<file path="src/rtl/pong_pkg.sv">
// -----------------------------------------------------------------------------
// pong_pkg
// Shared definitions for the LED matrix scanner: matrix geometry, the scan FSM
// state encoding and a small row-advance helper.
// No ports (package).
// -----------------------------------------------------------------------------
package pong_pkg;

  localparam int MATRIX_ROWS = 16;
  localparam int MATRIX_COLS = 16;

  // Address width of a framebuffer row index.
  localparam int ROW_AW = $clog2(MATRIX_ROWS);

  // Bit counter is one bit wider than needed for 0..15 so it can also hold 16.
  localparam int BIT_CW = $clog2(MATRIX_COLS) + 1;

  typedef enum logic [3:0] {
    ST_FETCH    = 4'd0,
    ST_LOAD     = 4'd1,
    ST_SHIFT_LO = 4'd2,
    ST_SHIFT_HI = 4'd3,
    ST_LATCH    = 4'd4,
    ST_RCLK_LO  = 4'd5,
    ST_RCLK_HI  = 4'd6,
    ST_DISPLAY  = 4'd7,
    ST_PARK     = 4'd8
  } scan_state_e;

  // Next row index; MATRIX_ROWS is a power of two so 15 wraps to 0 naturally.
  function automatic logic [ROW_AW-1:0] next_row(input logic [ROW_AW-1:0] row);
    return row + 1'b1;
  endfunction

endpackage

</file>
<file path="src/rtl/matrix_colshift.sv">
// -----------------------------------------------------------------------------
// matrix_colshift
// 16-bit parallel-in / serial-out column register. Loads a framebuffer row and
// shifts it out MSB first; zeros are shifted in so the register drains to 0
// after a full row, which keeps the serial data line low between rows.
//
// Ports:
//   clk      in   clock, rising edge
//   rst_n    in   asynchronous active-low reset (clears the register)
//   load_i   in   capture din_i on this clock (has priority over shift_i)
//   shift_i  in   shift left by one on this clock
//   din_i    in   parallel row data
//   msb_o    out  current MSB, straight from the register
// -----------------------------------------------------------------------------
module matrix_colshift
  import pong_pkg::*;
(
  input  logic                   clk,
  input  logic                   rst_n,
  input  logic                   load_i,
  input  logic                   shift_i,
  input  logic [MATRIX_COLS-1:0] din_i,
  output logic                   msb_o
);

  logic [MATRIX_COLS-1:0] sr_q;
  logic [MATRIX_COLS-1:0] sr_d;

  always_comb begin
    sr_d = sr_q;
    if (load_i) begin
      sr_d = din_i;
    end else if (shift_i) begin
      sr_d = {sr_q[MATRIX_COLS-2:0], 1'b0};
    end
  end

  always_ff @(posedge clk or negedge rst_n) begin
    if (!rst_n) begin
      sr_q <= '0;
    end else begin
      sr_q <= sr_d;
    end
  end

  assign msb_o = sr_q[MATRIX_COLS-1];

endmodule

</file>
<file path="src/rtl/matrix_scanner.sv">
// -----------------------------------------------------------------------------
// matrix_scanner
// Scans a 16x16 LED matrix one row at a time. For each row it fetches the row
// from a framebuffer, shifts the 16 column bits out serially, latches them,
// clocks the row-select shift chain (a single 1 injected on row 0 walks down
// the chain), and then lights the row for 2^SCREENTIMERWIDTH clocks.
//
// Framebuffer fetch protocol: row_addr is presented during FETCH and the
// framebuffer returns row_data one clock later (during LOAD), where it is
// captured. There is no backpressure; the framebuffer must always answer.
//
// Every output is a flop. The strobe flops are loaded from the *next* state so
// that they line up exactly with the state the FSM is in; CSDI is the column
// register's MSB itself.
//
// Ports:
//   clk32mhz     in   system clock, rising edge
//   reset_n      in   asynchronous active-low reset
//   enable       in   scanning permitted (sampled at end of dwell and in PARK)
//   row_addr     out  framebuffer row being fetched
//   row_data     in   framebuffer row contents, bit 1 = LED on
//   frame_start  out  one-clock pulse when the row-0 fetch begins
//   CSDI/CCLK/LE out  column serial data, shift clock, latch
//   RSDI/RCLK    out  row-select serial data, shift clock
//   OEB          out  matrix output enable, active low
//   dbg_state    out  current FSM state
// -----------------------------------------------------------------------------
module matrix_scanner
  import pong_pkg::*;
#(
  parameter int SCREENTIMERWIDTH = 10
) (
  input  logic                   clk32mhz,
  input  logic                   reset_n,
  input  logic                   enable,
  output logic [ROW_AW-1:0]      row_addr,
  input  logic [MATRIX_COLS-1:0] row_data,
  output logic                   frame_start,
  output logic                   CSDI,
  output logic                   CCLK,
  output logic                   LE,
  output logic                   RSDI,
  output logic                   RCLK,
  output logic                   OEB,
  output scan_state_e            dbg_state
);

  localparam logic [BIT_CW-1:0] LAST_BIT = BIT_CW'(MATRIX_COLS - 1);

  scan_state_e                 state_q, state_d;
  logic [ROW_AW-1:0]           row_q, row_d;
  logic [BIT_CW-1:0]           bit_cnt_q, bit_cnt_d;
  logic [SCREENTIMERWIDTH-1:0] dwell_q, dwell_d;

  logic frame_start_q, frame_start_d;
  logic cclk_q, cclk_d;
  logic le_q, le_d;
  logic rsdi_q, rsdi_d;
  logic rclk_q, rclk_d;
  logic oeb_q, oeb_d;

  logic col_load;
  logic col_shift;
  logic col_msb;

  // ---------------------------------------------------------------------------
  // Next-state logic
  // ---------------------------------------------------------------------------
  always_comb begin
    state_d   = state_q;
    row_d     = row_q;
    bit_cnt_d = bit_cnt_q;
    dwell_d   = dwell_q;
    col_load  = 1'b0;
    col_shift = 1'b0;

    case (state_q)
      ST_PARK: begin
        if (enable) begin
          state_d = ST_FETCH;
        end
      end

      ST_FETCH: begin
        state_d = ST_LOAD;
      end

      ST_LOAD: begin
        col_load  = 1'b1;
        bit_cnt_d = '0;
        state_d   = ST_SHIFT_LO;
      end

      ST_SHIFT_LO: begin
        state_d = ST_SHIFT_HI;
      end

      // The shift happens on the edge leaving SHIFT_HI, so CSDI stays stable
      // across the whole CCLK high phase.
      ST_SHIFT_HI: begin
        col_shift = 1'b1;
        bit_cnt_d = bit_cnt_q + 1'b1;
        if (bit_cnt_q == LAST_BIT) begin
          state_d = ST_LATCH;
        end else begin
          state_d = ST_SHIFT_LO;
        end
      end

      ST_LATCH: begin
        state_d = ST_RCLK_LO;
      end

      ST_RCLK_LO: begin
        state_d = ST_RCLK_HI;
      end

      // Preload all-ones so DISPLAY lasts dwell values 2^W-1 down to 0,
      // i.e. exactly 2^W clocks.
      ST_RCLK_HI: begin
        dwell_d = '1;
        state_d = ST_DISPLAY;
      end

      ST_DISPLAY: begin
        if (dwell_q == '0) begin
          row_d   = next_row(row_q);
          state_d = enable ? ST_FETCH : ST_PARK;
        end else begin
          dwell_d = dwell_q - 1'b1;
        end
      end

      default: begin
        state_d = ST_PARK;
      end
    endcase
  end

  // ---------------------------------------------------------------------------
  // Output strobes, computed from the next state so the registered copies
  // coincide with the state they belong to.
  // ---------------------------------------------------------------------------
  always_comb begin
    frame_start_d = (state_d == ST_FETCH) && (row_d == '0);
    oeb_d         = (state_d != ST_DISPLAY);
    cclk_d        = (state_d == ST_SHIFT_HI);
    le_d          = (state_d == ST_LATCH);
    rclk_d        = (state_d == ST_RCLK_HI);
    rsdi_d        = ((state_d == ST_RCLK_LO) || (state_d == ST_RCLK_HI)) &&
                    (row_q == '0);
  end

  // ---------------------------------------------------------------------------
  // State and output registers
  // ---------------------------------------------------------------------------
  always_ff @(posedge clk32mhz or negedge reset_n) begin
    if (!reset_n) begin
      state_q       <= ST_PARK;
      row_q         <= '0;
      bit_cnt_q     <= '0;
      dwell_q       <= '0;
      frame_start_q <= 1'b0;
      oeb_q         <= 1'b1;
      cclk_q        <= 1'b0;
      le_q          <= 1'b0;
      rsdi_q        <= 1'b0;
      rclk_q        <= 1'b0;
    end else begin
      state_q       <= state_d;
      row_q         <= row_d;
      bit_cnt_q     <= bit_cnt_d;
      dwell_q       <= dwell_d;
      frame_start_q <= frame_start_d;
      oeb_q         <= oeb_d;
      cclk_q        <= cclk_d;
      le_q          <= le_d;
      rsdi_q        <= rsdi_d;
      rclk_q        <= rclk_d;
    end
  end

  // ---------------------------------------------------------------------------
  // Column shift register
  // ---------------------------------------------------------------------------
  matrix_colshift u_colshift (
    .clk     (clk32mhz),
    .rst_n   (reset_n),
    .load_i  (col_load),
    .shift_i (col_shift),
    .din_i   (row_data),
    .msb_o   (col_msb)
  );

  assign row_addr    = row_q;
  assign frame_start = frame_start_q;
  assign CSDI        = col_msb;
  assign CCLK        = cclk_q;
  assign LE          = le_q;
  assign RSDI        = rsdi_q;
  assign RCLK        = rclk_q;
  assign OEB         = oeb_q;
  assign dbg_state   = state_q;

endmodule

</file>
<file path="config.mk">
export PLATFORM = sky130hd
export DESIGN_NAME = matrix_scanner
export DESIGN_NICKNAME = d
export VERILOG_FILES = /design/src/rtl/pong_pkg.sv /design/src/rtl/matrix_colshift.sv /design/src/rtl/matrix_scanner.sv
export SDC_FILE = /design/constraint.sdc
export NUM_CORES = 1
export LEC_CHECK = 0
export CORE_MARGIN = 1.5
export CORE_UTILIZATION = 45
export CTS_CLUSTER_SIZE = 10
export DETAILED_ROUTE_END_ITERATION = 16
export GPL_ROUTABILITY_DRIVEN = 0
export HOLD_SLACK_MARGIN = 0.02
export PLACE_DENSITY = 0.79
export SYNTH_ARGS = -nofsm -noshare
export SYNTH_HDL_FRONTEND = slang
export SYNTH_SLANG_ARGS = --single-unit
</file>
<file path="constraint.sdc">
create_clock -name clk32mhz -period 2 [get_ports clk32mhz]
set_input_delay 0.4 -clock clk32mhz [delete_from_list [all_inputs] [get_ports clk32mhz]]
set_output_delay 0.4 -clock clk32mhz [all_outputs]
set_load 0.005 [all_outputs]
</file>
Yosys cells after proc, flatten, opt, wreduce, memory -nomap -nowiden

Index checks and enable logic that the tools add are counted.

Output and inout bits: 15
Register bits: 45

$add $sub $neg: 3
Multiplexer cells: 14
Reduce and logical (&&, ||, !) cells: 12
Equal/unequal tests: 15

Operator list:

| operator                                                             | number |
|---|---|
| 4-bit case mux with 9 select lines                                   | 1 |
| 16-bit 2-to-1 mux                                                    | 2 |
| 4-bit by 3-bit == test with 1-bit output, second input constant      | 7 |
| 4-bit 2-to-1 mux                                                     | 5 |
| 10-bit case mux with 2 select lines                                  | 1 |
| 4-bit zero test                                                      | 4 |
| 4-bit by 2-bit == test with 1-bit output, second input constant      | 3 |
| 10-bit zero test                                                     | 1 |
| 10-bit 2-to-1 mux                                                    | 1 |
| 5-bit case mux with 2 select lines                                   | 1 |
| 10-bit by 1-bit subtractor with 10-bit output, second input constant | 1 |
| 2-bit nonzero test                                                   | 3 |
| 5-bit by 1-bit adder with 5-bit output, second input constant        | 1 |
| 5-bit by 4-bit == test with 1-bit output, second input constant      | 1 |
| 4-bit by 1-bit adder with 4-bit output, second input constant        | 1 |
| 4-bit by 1-bit == test with 1-bit output, second input constant      | 1 |
| 4-bit == test, second input constant                                 | 1 |
| 4-bit by 3-bit != test with 1-bit output, second input constant      | 1 |
| 3-bit 2-to-1 mux                                                     | 1 |
| 1-bit logical AND                                                    | 2 |
| 1-bit 2-to-1 mux                                                     | 2 |
| 2-bit != test, second input constant                                 | 1 |
| 2-bit AND reduction                                                  | 1 |
| 1-bit logical OR                                                     | 1 |

Depth between registers and ports, before layout

Depth after elaboration: 6
Depth in mapped cells: 7

By module

Synthesis repeated with hierarchy kept, for this count alone.

Cells, all modules: 215
Area total of the unflattened synthesis: 2244.7 µm²

Modules (own cells, without submodules):

| module          | area an instance (µm²) | instances | cells an instance |
|---|---|---|---|
| matrix_scanner  | 1502.7                 | 1         | 146 |
| matrix_colshift | 742.0                  | 1         | 69 |

Least setup slack after synthesis

OpenSTA, ideal clock, no wires.

Path kind: reg-to-reg
From: reg dwell_q[7]
To: reg frame_start_q (netlist: frame_start)
Required time: 1.904 ns
Library setup time: 0.096 ns
Cell stages (with the launch flop): 6
Path slack: -0.002 ns
Arrival time: 1.906 ns
Cells stage by stage: dfrtp_1 or4_4 nor4_4 nand4_1 xnor2_2 nor4_2

Word-level cells in the longest chain between the ends: 5

RTL lines:

| element                  | RTL line              | source |
|---|---|---|
| start: declaration       | matrix_scanner.sv:53  | `logic [SCREENTIMERWIDTH-1:0] dwell_q, dwell_d;` |
| start signal: assignment | matrix_scanner.sv:173 | `dwell_q <= dwell_d;` |
| 10-bit zero test         | matrix_scanner.sv:126 | `if (dwell_q == '0) begin` |
| 4-bit 2-to-1 mux         | matrix_scanner.sv:126 |  |
| 4-bit 2-to-1 mux         | matrix_scanner.sv:77  | `case (state_q)` |
| named net row_d[3]       | matrix_scanner.sv:51  | `logic [ROW_AW-1:0] row_q, row_d;` |
| 4-bit zero test          | matrix_scanner.sv:145 | `frame_start_d = (state_d == ST_FETCH) && (row_d == '0);` |
| 1-bit logical AND        | matrix_scanner.sv:145 |  |
| named net frame_start_d  | matrix_scanner.sv:55  | `logic frame_start_q, frame_start_d;` |
| end signal: assignment   | matrix_scanner.sv:174 | `frame_start_q <= frame_start_d;` |
| end: declaration         | matrix_scanner.sv:55  |  |

The timed path passes the listed nets, and every way through them passes these cells.
A chain may end at the register's enable or synchronous reset.

Worst setup path in the final report

From: reg dwell_q[6]
To: reg frame_start_q (netlist: frame_start)

Word-level cells in the longest chain between the ends: 5

RTL lines:

| element                                                                       | RTL line |
|---|---|
| 10-bit zero test *                                                            | matrix_scanner.sv:126 |
| 4-bit 2-to-1 mux                                                              | matrix_scanner.sv:126 |
| 4-bit case mux with 9 select lines / 4-bit 2-to-1 mux (equally long branches) | matrix_scanner.sv:77 |
| 4-bit zero test                                                               | matrix_scanner.sv:145 |
| 1-bit logical AND *                                                           | matrix_scanner.sv:145 |
| named net frame_start_d                                                       | matrix_scanner.sv:55 |

Mark *: on every way through the listed nets, which the timed path passes. The rest lies on a longest branch.

==> results.yml <==
floorplan:
  dieHeight_um: 73.53
  ios: 34
  coreArea_um2: 4755
  rows: 25
  dieArea_um2: 5407
  start_util_pct: 47.08
  fp.dieW_um: 73.53
layout:
  multi_input_area_um2: 1035
  antennaDiodeCount: 0
  seqCellArea_um2: 1131
  syn2layout_area_growth_pct: 28.79
  nets: 293
  drive_above_1_share_pct: 14.13
  fillCellCount: 428
yosys:
  syn-cell-area_um2: 2238
  synth_seq_area_share_pct: 50.42
  synthTopCellsByCount: "43 x dfrtp_1, 32 x nand2_1, 22 x o21ai_0"
  synth_area_leaders: "dfrtp_1 48%, mux2i_1 7.2%, nand2_1 5.4%"
  ys_warn_count: 0
  ys.flop_type: "dfrtp_1"
  synth-seq-cells: 45
  yosysMostFrequentCell: "dfrtp_1"
  synth.avg_cell_area_um2: 9.993
  syn_nets: 249
  yosysUniqueCellTypes: 44
  synth_top_area_cell: "dfrtp_1"
  synth_top_area_share_pct: 48.07
  ys_async_sr_fraction_pct: 100.0
  synth_edf_count: 0
  syn_inst: 224
sta:
  drv_slew: 0
  layout_min_cycle_time_ps: 2004
  finalWorstSetupSlack_ps: -3.848
  relSlewSlack_pct: 66.44
  final_hold_viol_count: 0
  setup-violations-final: 1
  max_slew.worst_pin.slew_ps: 490.7
  fin_skew_ps: 4.451
  setup_tns_ps: -3.848
  min_period_over_period_pct: 100.2
  rsz0062_at_grt: "yes"
  fmax_ghz: 0.4990
cts:
  cts_sinks: 45
  clock_latency_ps: 290
  cts_max_level: 2
  numCtsBuffers: 5
  cts_root_buffer: "clkbuf_8"
  cts_tree: "done"
  cts_buffer_depth: 2
  clk_pin_slew_worst_paths_ps: 80
pwr:
  combinationalPowerShare_pct: 43.4
  p_leak_nw: 1.390
  finalPower_w: 0.003898
  p_sw_share_pct: 36.32
  cellPowerDensity_nw_per_um2: 1352
  internal_power_w: 0.002483
  ir_worst_vdd_uv: 721.9
  switching_power_w: 0.001416
  seqPwrFrac_pct: 36.1
  clkPwrFrac_pct: 20.5
worst_setup_path:
  cp-start-kind: "flop"
  timing.rr.start: "dwell_q[6]"
  endpoint_kind: "flop"
  crit_fanout: 4
  critPathArrivalTime_ps: 2210
  critPathLaunch: "dwell_q[6]"
  required_ps: 2210
  slowest_delay_ps: 550
  path_cells: "or4_4 > nor4_4 > buf_4 > nand2_1 > o32a_1 > nor4_2"
  worstSetupPathType: "reg -> reg"
  slowest_stage: "or4_4"
route:
  vias: 1782
  drcViolationCount: 0
  via_per_inst: 5.304
  drtIter0Drc: 115
  drtAntennaViolNets: 0
  wl_um: 4469
  wire_per_inst_um: 13.30
  dr.pass1.iters: 4
job:
  maxCapViolations: 0
global_routing:
  first_global_vias: 1696
  antenna_found_initial: 0
  grt_max_degree: 35
  overflow: 0
  gr-usage-all-layers_pct: 18.07
  grt_pass1_wl_um: 7596
place:
  portBuffers: 33
  dp_slack_ps: 46.43
  dpl.hpwl_um: 3130
status:
  violations: "negative setup slack"
  run_status: "finished, violations left"
worst_hold_path:
  min_path_type: "in -> async"
[path summary, 6_finish.rpt]
check                               end  slack, ps  depth (start not counted)
max reg2reg                 frame_start         -4                          6
min                         frame_start         50                          1
max                         frame_start         -4                          6
min in group clk32mhz      bit_cnt_q[3]        480                          1
max in group asynchronous  dbg_state[3]       1370                          2
min reg2reg                bit_cnt_q[3]        480                          1
[cells in the final DEF (no fill, tap or decap), types with 3 or more instances in the layout]
| cell | Yosys | routed |
|---|---|---|
| buf_4 | 0 | 15 |
| clkbuf_8 | 0 | 5 |
| inv_1 | 8 | 8 |
| nor3_1 | 5 | 4 |
| xnor2_1 | 3 | 3 |
| ha_1 | 6 | 6 |
| nand2_1 | 32 | 32 |
| o21ai_0 | 22 | 22 |
| dfrtp_1 | 43 | 41 |
| nor2b_1 | 3 | 3 |
| clkdlybuf4s50_1 | 0 | 32 |
| nand3_1 | 8 | 8 |
| a21oi_1 | 8 | 8 |
| nand3b_1 | 3 | 3 |
| nor2_1 | 10 | 10 |
| mux2i_1 | 16 | 16 |
| and3_1 | 4 | 4 |
[per-layer routing]
metal  wire (um)  track usage [%]  up-vias
li1            -                -      876
met1        2008            23.98      841
met2        2140            29.53       59
met3         257            4.801        6
met4          63            4.321        0
met5           0                0        -
[state kept, by name (all words and copies together), names as in the netlist]
signal	flops
frame_start	1
u_colshift.sr_q	16
RCLK	1
RSDI	1
dwell_q	10
dbg_state	4
CCLK	1
LE	1
OEB	1
bit_cnt_q	5
row_addr	4
[cell families after synthesis]
family,after synthesis,synth area share [%]
compound gates,41,10.62
xor+xnor,6,2.684
fa+ha+maj,6,3.354
buf+inv,21,3.633
flops,45,50.42
mux,17,7.658
simple gates,88,21.63
[critical path: cells and delay by family, from the launching register on]
kind / cells / cell delay [ps]
and+or+nand+nor: 4 / 1130
AOI/OAI and AO/OA: 1 / 200
buffers and inverters: 1 / 170
DFF: 1 / 430
[metrics by stage]
stage          std cells  instance area [um^2]  hold WS [ps]  util, %
2_1_floorplan        224                  2238         104.4        -
4_1_cts              330                  2825         71.29    59.42
3_3_place_gp         322                  2691         393.9    56.61
5_1_grt              336                  2883         89.27    60.63
6_report             336                  2883         54.88    60.63
3_5_place_dp         322                  2691         390.5    56.61
[power by group through the flow]
stage	Clock, W	Combinational [W]	Sequential (W)
after floorplan	0	0.00110	0.00136
after global placement	0	0.00155	0.00141
after detailed placement	0	0.00161	0.00142
after CTS	0.000817	0.00161	0.00141
after global routing	0.000865	0.00190	0.00144
final	0.000800	0.00169	0.00141
[repair_timing]
item	4_1_cts	5_1_grt
resized for setup	0	5
setup buffers	0	6
hold buffers	0	0
endpoints found under the setup margin	0	7
[area by class of cell]
cell class / instances / share of cell area [%]
clock buffers: 5 / 2.387
multi-input cells: 158 / 35.89
flip-flops and latches: 45 / 39.24
inverters: 8 / 1.042
clock inverters: 3 / 2.257
well taps: 67 / 2.908
repair buffers: 50 / 16.28
(Power assumes the default switching activity.)
